--- src/rtl/mux_rr.sv ---
// mux_rr: round-robin CHANNELS:1 mux with a registered output stage, 1 cycle latency, 1 beat/cycle.
// in_ready follows the output register's free/draining state. MUX_RR_LOCK_EN adds packet lock (in_last/out_last).
module mux_rr #(
  parameter int WIDTH    = 16,
  parameter int CHANNELS = 4,
  localparam int SELW    = (CHANNELS > 1) ? $clog2(CHANNELS) : 1
) (
  input  logic                      clk,
  input  logic                      rst,
  input  logic [CHANNELS*WIDTH-1:0] in_data,
  input  logic [CHANNELS-1:0]       in_valid,
  output logic [CHANNELS-1:0]       in_ready,
  output logic [WIDTH-1:0]          out_data,
  output logic [SELW-1:0]           out_sel,
  output logic                      out_valid,
  input  logic                      out_ready
`ifdef MUX_RR_LOCK_EN
  ,
  input  logic [CHANNELS-1:0]       in_last,
  output logic                      out_last
`endif
);

  logic [SELW-1:0]     ptr;
  logic [SELW-1:0]     gidx;
  logic [SELW-1:0]     cand;
  logic [SELW:0]       sum;
  logic                found;
  logic [CHANNELS-1:0] grant;
  logic [WIDTH-1:0]    sel_data;
  logic                load;
  logic                xfer;

`ifdef MUX_RR_LOCK_EN
  logic                locked;
  logic [SELW-1:0]     lock_ch;
`endif

  assign load     = (!out_valid || out_ready) && !rst;
  assign xfer     = load && found;
  assign in_ready = {CHANNELS{load}} & grant;

  // Search upward from ptr+1; sum is one bit wider so the wrap compare cannot overflow.
  always_comb begin
    found = 1'b0;
    gidx  = '0;
    cand  = '0;
    sum   = '0;
    for (int off = 1; off <= CHANNELS; off++) begin
      sum = {1'b0, ptr} + (SELW+1)'(off);
      if (sum >= (SELW+1)'(CHANNELS))
        sum = sum - (SELW+1)'(CHANNELS);
      cand = sum[SELW-1:0];
      if (!found && in_valid[cand]) begin
        found = 1'b1;
        gidx  = cand;
      end
    end
`ifdef MUX_RR_LOCK_EN
    // Mid-packet the owner keeps the grant even while it idles.
    if (locked) begin
      found = in_valid[lock_ch];
      gidx  = lock_ch;
    end
`endif
    grant = '0;
    if (found)
      grant[gidx] = 1'b1;
  end

  always_comb begin
    sel_data = '0;
    for (int i = 0; i < CHANNELS; i++)
      if (gidx == SELW'(i))
        sel_data = in_data[i*WIDTH +: WIDTH];
  end

  always_ff @(posedge clk or posedge rst) begin
    if (rst) begin
      out_valid <= 1'b0;
      out_data  <= '0;
      out_sel   <= '0;
      ptr       <= SELW'(CHANNELS-1);
`ifdef MUX_RR_LOCK_EN
      out_last  <= 1'b0;
      locked    <= 1'b0;
      lock_ch   <= '0;
`endif
    end else begin
      if (xfer) begin
        out_valid <= 1'b1;
        out_data  <= sel_data;
        out_sel   <= gidx;
`ifdef MUX_RR_LOCK_EN
        out_last  <= in_last[gidx];
        if (in_last[gidx]) begin
          locked <= 1'b0;
          ptr    <= gidx;
        end else begin
          locked  <= 1'b1;
          lock_ch <= gidx;
        end
`else
        ptr       <= gidx;
`endif
      end else if (out_ready) begin
        out_valid <= 1'b0;
      end
    end
  end

endmodule

--- config.mk ---
export PLATFORM = sky130hd
export DESIGN_NAME = mux_rr
export DESIGN_NICKNAME = d
export VERILOG_FILES = /design/src/rtl/mux_rr.sv
export SDC_FILE = /design/constraint.sdc
export NUM_CORES = 1
export LEC_CHECK = 0
export BUFFER_PORTS_ARGS = -buffer_cell sky130_fd_sc_hd__buf_2
export CORE_UTILIZATION = 42
export DETAILED_ROUTE_END_ITERATION = 6
export GPL_TIMING_DRIVEN = 1
export PLACE_DENSITY = 0.85
export SKIP_LAST_GASP = 1
export SYNTH_ARGS = -nofsm -noshare
export SYNTH_HDL_FRONTEND = slang
export SYNTH_SLANG_ARGS = --single-unit
--- constraint.sdc ---
create_clock -name clk -period 2.7 [get_ports clk]
set_input_delay 0.54 -clock clk [delete_from_list [all_inputs] [get_ports clk]]
set_output_delay 0.54 -clock clk [all_outputs]
set_load 0.005 [all_outputs]
# After elaboration in Yosys (flattened, before gate mapping)
# Cells that the tools add are included.
# op_classes
addsub	8
magnitude_cmp	10
eq_ne	3
n_mux	29
n_bitwise	1
reduce_logical	14
# ops
cell	count
2-to-1 mux 16 bit	4
2-to-1 mux 2 bit	8
< comparator 2 x 3 -> 1 bit, second input constant	5
>= comparator 3 bit, second input constant	4
2-to-1 mux 1 bit	11
binary-select mux 1 bit (select 2 bit)	4
subtractor 2 x 1 -> 2 bit, second input constant	4
adder 2 x 2 -> 3 bit, second input constant	2
logical AND 1 bit	6
logical NOT 1 bit	5
bitwise AND 4 bit	1
== test 2 bit, second input constant	2
2-to-1 mux 4 bit	1
adder 2 x 1 -> 3 bit, second input constant	1
adder 2 x 3 -> 3 bit, second input constant	1
demux 1 bit (select 2 bit)	1
== test 2 x 1 -> 1 bit, second input constant	1
>= comparator 2 x 1 -> 1 bit, second input constant	1
logical NOT 2 bit	1
nonzero test 2 bit	1
logical OR 1 bit	1
# word_totals
regBits	21
wordCells	69

# Depth between registers and ports, before layout
# depth
word_depth	21
mapped_depth	8
mapped_depth_nobuf	5

# Worst setup path before layout
# OpenSTA, ideal clock, no wires.
# synth_timing
kind	input to output
startpoint	in rst
endpoint	out in_ready[0]
arrival_ns	1.813
t_required_ns	2.160
path_slack_ns	0.347
path_stages	6
path_buffers	2
path_cell_list	inv_1 -> o311a_1 -> buf_2 -> nand2_4 -> buf_2 -> nor2_1
# synth_via
elab_chain_len	3
# synth_rtl
item	line	source
start, declared	9	input logic rst,
logical NOT 1 bit (no line)	-	
logical AND 1 bit	39	assign load = (!out_valid || out_ready) && !rst;
bitwise AND 4 bit	41	assign in_ready = {CHANNELS{load}} & grant;
end, declared	12	output logic [CHANNELS-1:0] in_ready,
# Every way passes these cells.

# Final worst setup path
# layout_timing
startpoint	reg ptr[1]
endpoint	out in_ready[2]
# layout_via
elab_chain_len	21
# layout_rtl
item	line	source
start, declared	24	logic [SELW-1:0] ptr;
start signal, assigned	83	ptr <= SELW'(CHANNELS-1);
start signal, assigned	104	ptr <= gidx;
adder 2 x 1 -> 3 bit	50	sum = {1'b0, ptr} + (SELW+1)'(off);
>= comparator 3 bit / subtractor 2 x 1 -> 2 bit (equally long branches)	51, 52	
2-to-1 mux 2 bit	51	if (sum >= (SELW+1)'(CHANNELS))
binary-select mux 1 bit (select 2 bit)	54	if (!found && in_valid[cand]) begin
2-to-1 mux 1 bit (implied by the code)	54	
2-to-1 mux 1 bit	54	
logical NOT 1 bit	54	
logical AND 1 bit	54	
[5 not listed]	-	
logical AND 1 bit	54	
2-to-1 mux 2 bit	54	
< comparator 2 x 3 -> 1 bit (implied by the code) / >= comparator 2 x 1 -> 1 bit (equally long branches)	68	grant[gidx] = 1'b1;
logical AND 1 bit (implied by the code)	68	
2-to-1 mux 1 bit (implied by the code)	68	
demux 1 bit (select 2 bit)	68	
2-to-1 mux 4 bit *	67	if (found)
bitwise AND 4 bit *	41	
# Mark *: on every way between the ends. The rest lies on a longest branch, timed or not. The select of a mux whose other input is x is not followed.

==> run_results.csv <==
group,metric,value,unit
worst_setup_path,worstSetupStartpointType,"flop",
timing,setup_viol,0,
synth,yosysWarnings,0,
synth,syn_inst,145,
power_and_ir_drop,combPwrFrac,47.0,%
timing,clock.fmax,0.391,GHz
worst_setup_path,path_class,"flop to output port",
global_route,grt_max_degree,23,
route,routed_wl,4020,µm
cells_and_area,seq_area,528,µm²
cells_and_area,fillers,298,
placement,dp.cells,278,
timing,min_period,2.56,ns
cts,root_buffer,"clkbuf_4",
power_and_ir_drop,max-vdd-ir-drop,0.203,mV
power_and_ir_drop,swShare,35.2,%
timing,tightestPinTransition,1.24,ns
cts,clockBufferDepth,2,
hold_path,hold_path.class,"input pin to asynchronous set/reset pin",
timing,fin_tns_setup,0,ns
power_and_ir_drop,p_sw,0.418,mW
placement,gp_congestion,0.797,
timing,finalWorstSetupSlack,0.140,ns
synth,netlist-cell-type-count,34,
timing,maxSlewHeadroom,17.3,%
power_and_ir_drop,seqPwrFrac,40.2,%
synth,syn_avg_cell_area,10.1,µm²
cells_and_area,fin_cells,282,
cells_and_area,area_growth,36.1,%
placement,port_buffers,93,
global_route,grt_pass1_vias,1375,
worst_setup_path,worstPathMaxFanout,22,
synth,synth_nets,216,
worst_setup_path,critPathRequiredTime,2.16,ns
placement,dpl_worst_slack,0.250,ns
cells_and_area,drive_above_1_share,52.5,%
floorplanning,die_w,61.1,µm
floorplanning,die_area,0.00373,mm²
global_route,grtUsageTotal,21.6,%
global_route,antenna_found_initial,0,
timing,fin_skew,0.00388,ns
global_route,gr-total-overflow,0,
floorplanning,dieHeight,61.1,µm
timing,drv_slew,0,
cts,postCtsHoldBufs,0,
synth,ys_seq_area_share,36.0,%
route,dr_total_vias,1553,
cts,clk-insertion-delay-late,0.30,ns
cts,htreeDepth,1,
cells_and_area,nets,308,
route,avgRoutedWirePerCell,14.3,µm
cells_and_area,multiInputGateArea,876,µm²
route,drt_pre_antenna_iters,4,
route,drtIter0Drc,133,
floorplanning,start_util,43.9,%
power_and_ir_drop,power_density,595,mW/mm²
worst_setup_path,crit_path_end_kind,"output port",
placement,hpwl,3040,µm
cts,post-cts-setup-buffers,0,
job,max_cap_viol_count,0,
route,drc,0,
route,ant_nets,0,
cts,clkTransAtPathRegs,0.12,ns
global_route,grt_pass1_wl,5870,µm
power_and_ir_drop,pwr-share-clk,12.8,%
power_and_ir_drop,p_leak,1.01,nW
route,vias_per_cell,5.51,
cts,tritoncts,"built",
power_and_ir_drop,power.internal,0.768,mW
floorplanning,io_pins,94,
floorplanning,num_rows,21,
cts,cts_made_buffers,3,
timing,layout_worst_path_cycle_share,94.8,%
worst_setup_path,r2r_slack,0.39,ns
worst_setup_path,cp.arrival,2.02,ns
cells_and_area,antenna-diode-count,0,
synth,netlist_area,0.00147,mm²
cts,cts_sinks,21,
timing,finalHoldViolCount,0,
floorplanning,core,0.00334,mm²
synth,ys_ff_latch,21,
timing,grt_setup_unrepaired,"false",
run_status,status,"completed",
worst max-delay path, cell delays in order, from the launching register on:
cell and delay [ns]:
dfstp_2 0.67, a21boi_0 0.20, o21bai_2 0.30, nand2_8 0.21, nor3_1 0.19, buf_2 0.14
logic make-up (layout without fill, tap and decap cells):
logic type             count (synthesis)  count (layout)  synth area share [%]
AOI/OAI and AO/OA                     57              57                  29.4
buffers and inverters                 12             103                  4.78
DFF                                   21              21                  36.0
muxes                                 17              17                  15.8
and+or+nand+nor                       38              38                  14.0
flip-flops by register name, indices dropped and copies added (netlist names):
signal,count
out_valid,1
out_data,16
out_sel,2
ptr,2
cell type report:
type | count | area share (%)
clock buffer | 4 | 1.32
inverter | 1 | 0.188
multi-input combinational | 112 | 43.9
sequential | 21 | 26.5
tap | 46 | 2.89
timing repair buffer | 98 | 25.2
path summary, 6_finish.rpt:
| check | from | endpoint | depth (start not counted) |
|---|---|---|---|
| max | ptr[1]$_DFFE_PP1P_ | in_ready[2] | 5 |
| min | rst | out_valid$_DFFE_PP0P_ | 3 |
| max reg2reg | ptr[1]$_DFFE_PP1P_ | out_data[12]$_DFFE_PP0P_ | 4 |
| min reg2reg | out_sel[1]$_DFFE_PP0P_ | out_sel[1]$_DFFE_PP0P_ | 1 |
| max in group asynchronous | rst | ptr[0]$_DFFE_PP1P_ | 3 |
| min in group clk | rst | out_valid$_DFFE_PP0P_ | 2 |
timing repair:
action | 4_1_cts | 5_1_grt
endpoints found under the hold margin | 0 | 0
setup endpoints to repair | 0 | 1
gates resized for setup | 0 | 1
through the flow:
step | utilization (%) | hold WS (ns) | total power, mW | instance area, µm²
finish | 59.8 | 0.290 | 1.19 | 1990
global placement | 58.7 | 0.477 | 1.02 | 1960
detailed placement | 58.7 | 0.487 | 1.04 | 1960
floorplan | - | 0.474 | 0.842 | 1470
global route | 59.8 | 0.305 | 1.27 | 1990
CTS | 59.5 | 0.303 | 1.19 | 1990
power by group through the flow:
stage | clock, mW | sequential (mW) | combinational [mW]
2_1_floorplan | 0 | 0.477 | 0.365
6_report | 0.152 | 0.477 | 0.557
4_1_cts | 0.155 | 0.477 | 0.554
3_5_place_dp | 0 | 0.482 | 0.553
5_1_grt | 0.169 | 0.491 | 0.613
3_3_place_gp | 0 | 0.486 | 0.538
metal layers:
metal  global-route usage, %  share of wire, %  wire [µm]  vias up
li1                        -                 -          -      745
met5                       0                 0          0        -
met4                    9.09               1.2         48        0
met1                    26.9                41       1670      716
met3                    3.99               9.6        387        4
met2                    36.5                48       1920       88
cell usage in the layout, fill, tap and decap left out, types with 3 or more instances in the layout:
master / netlist / layout
buf_2: 2 / 93
a211oi_1: 8 / 8
a21oi_1: 15 / 15
mux2_2: 3 / 3
nor2_1: 11 / 11
nand3_1: 12 / 12
dfrtp_1: 19 / 19
and3_1: 4 / 4
clkbuf_4: 0 / 3
mux2i_1: 4 / 4
buf_4: 0 / 5
o21ai_0: 13 / 13
mux2_4: 9 / 9
a221o_1: 12 / 12
cells in the mapped netlist (all sizes together):
master    n  area, µm²
a211oi    8       60.1
a21boi    1       7.51
a21o      2       15.0
a21oi    15       75.1
a221o    12        120
a2bb2oi   1       26.3
and3      4       25.0
and3b     1       8.76
buf       5       43.8
clkbuf    6       22.5
dfrtp    19        475
dfstp     2       52.6
inv       1       3.75
mux2     12        169
mux2i     5       62.6
nand2     3       26.3
nand2b    1       6.26
nand3    12       60.1
nor2     11       41.3
nor2b     2       15.0
nor3      2       10.0
nor4      1       6.26
o21ai    13       65.1
o21ba     1       10.0
o21bai    1       11.3
o2bb2ai   1       8.76
o311a     1       10.0
o31ai     1       21.3
or2       1       6.26
(Power assumes the default switching activity.)
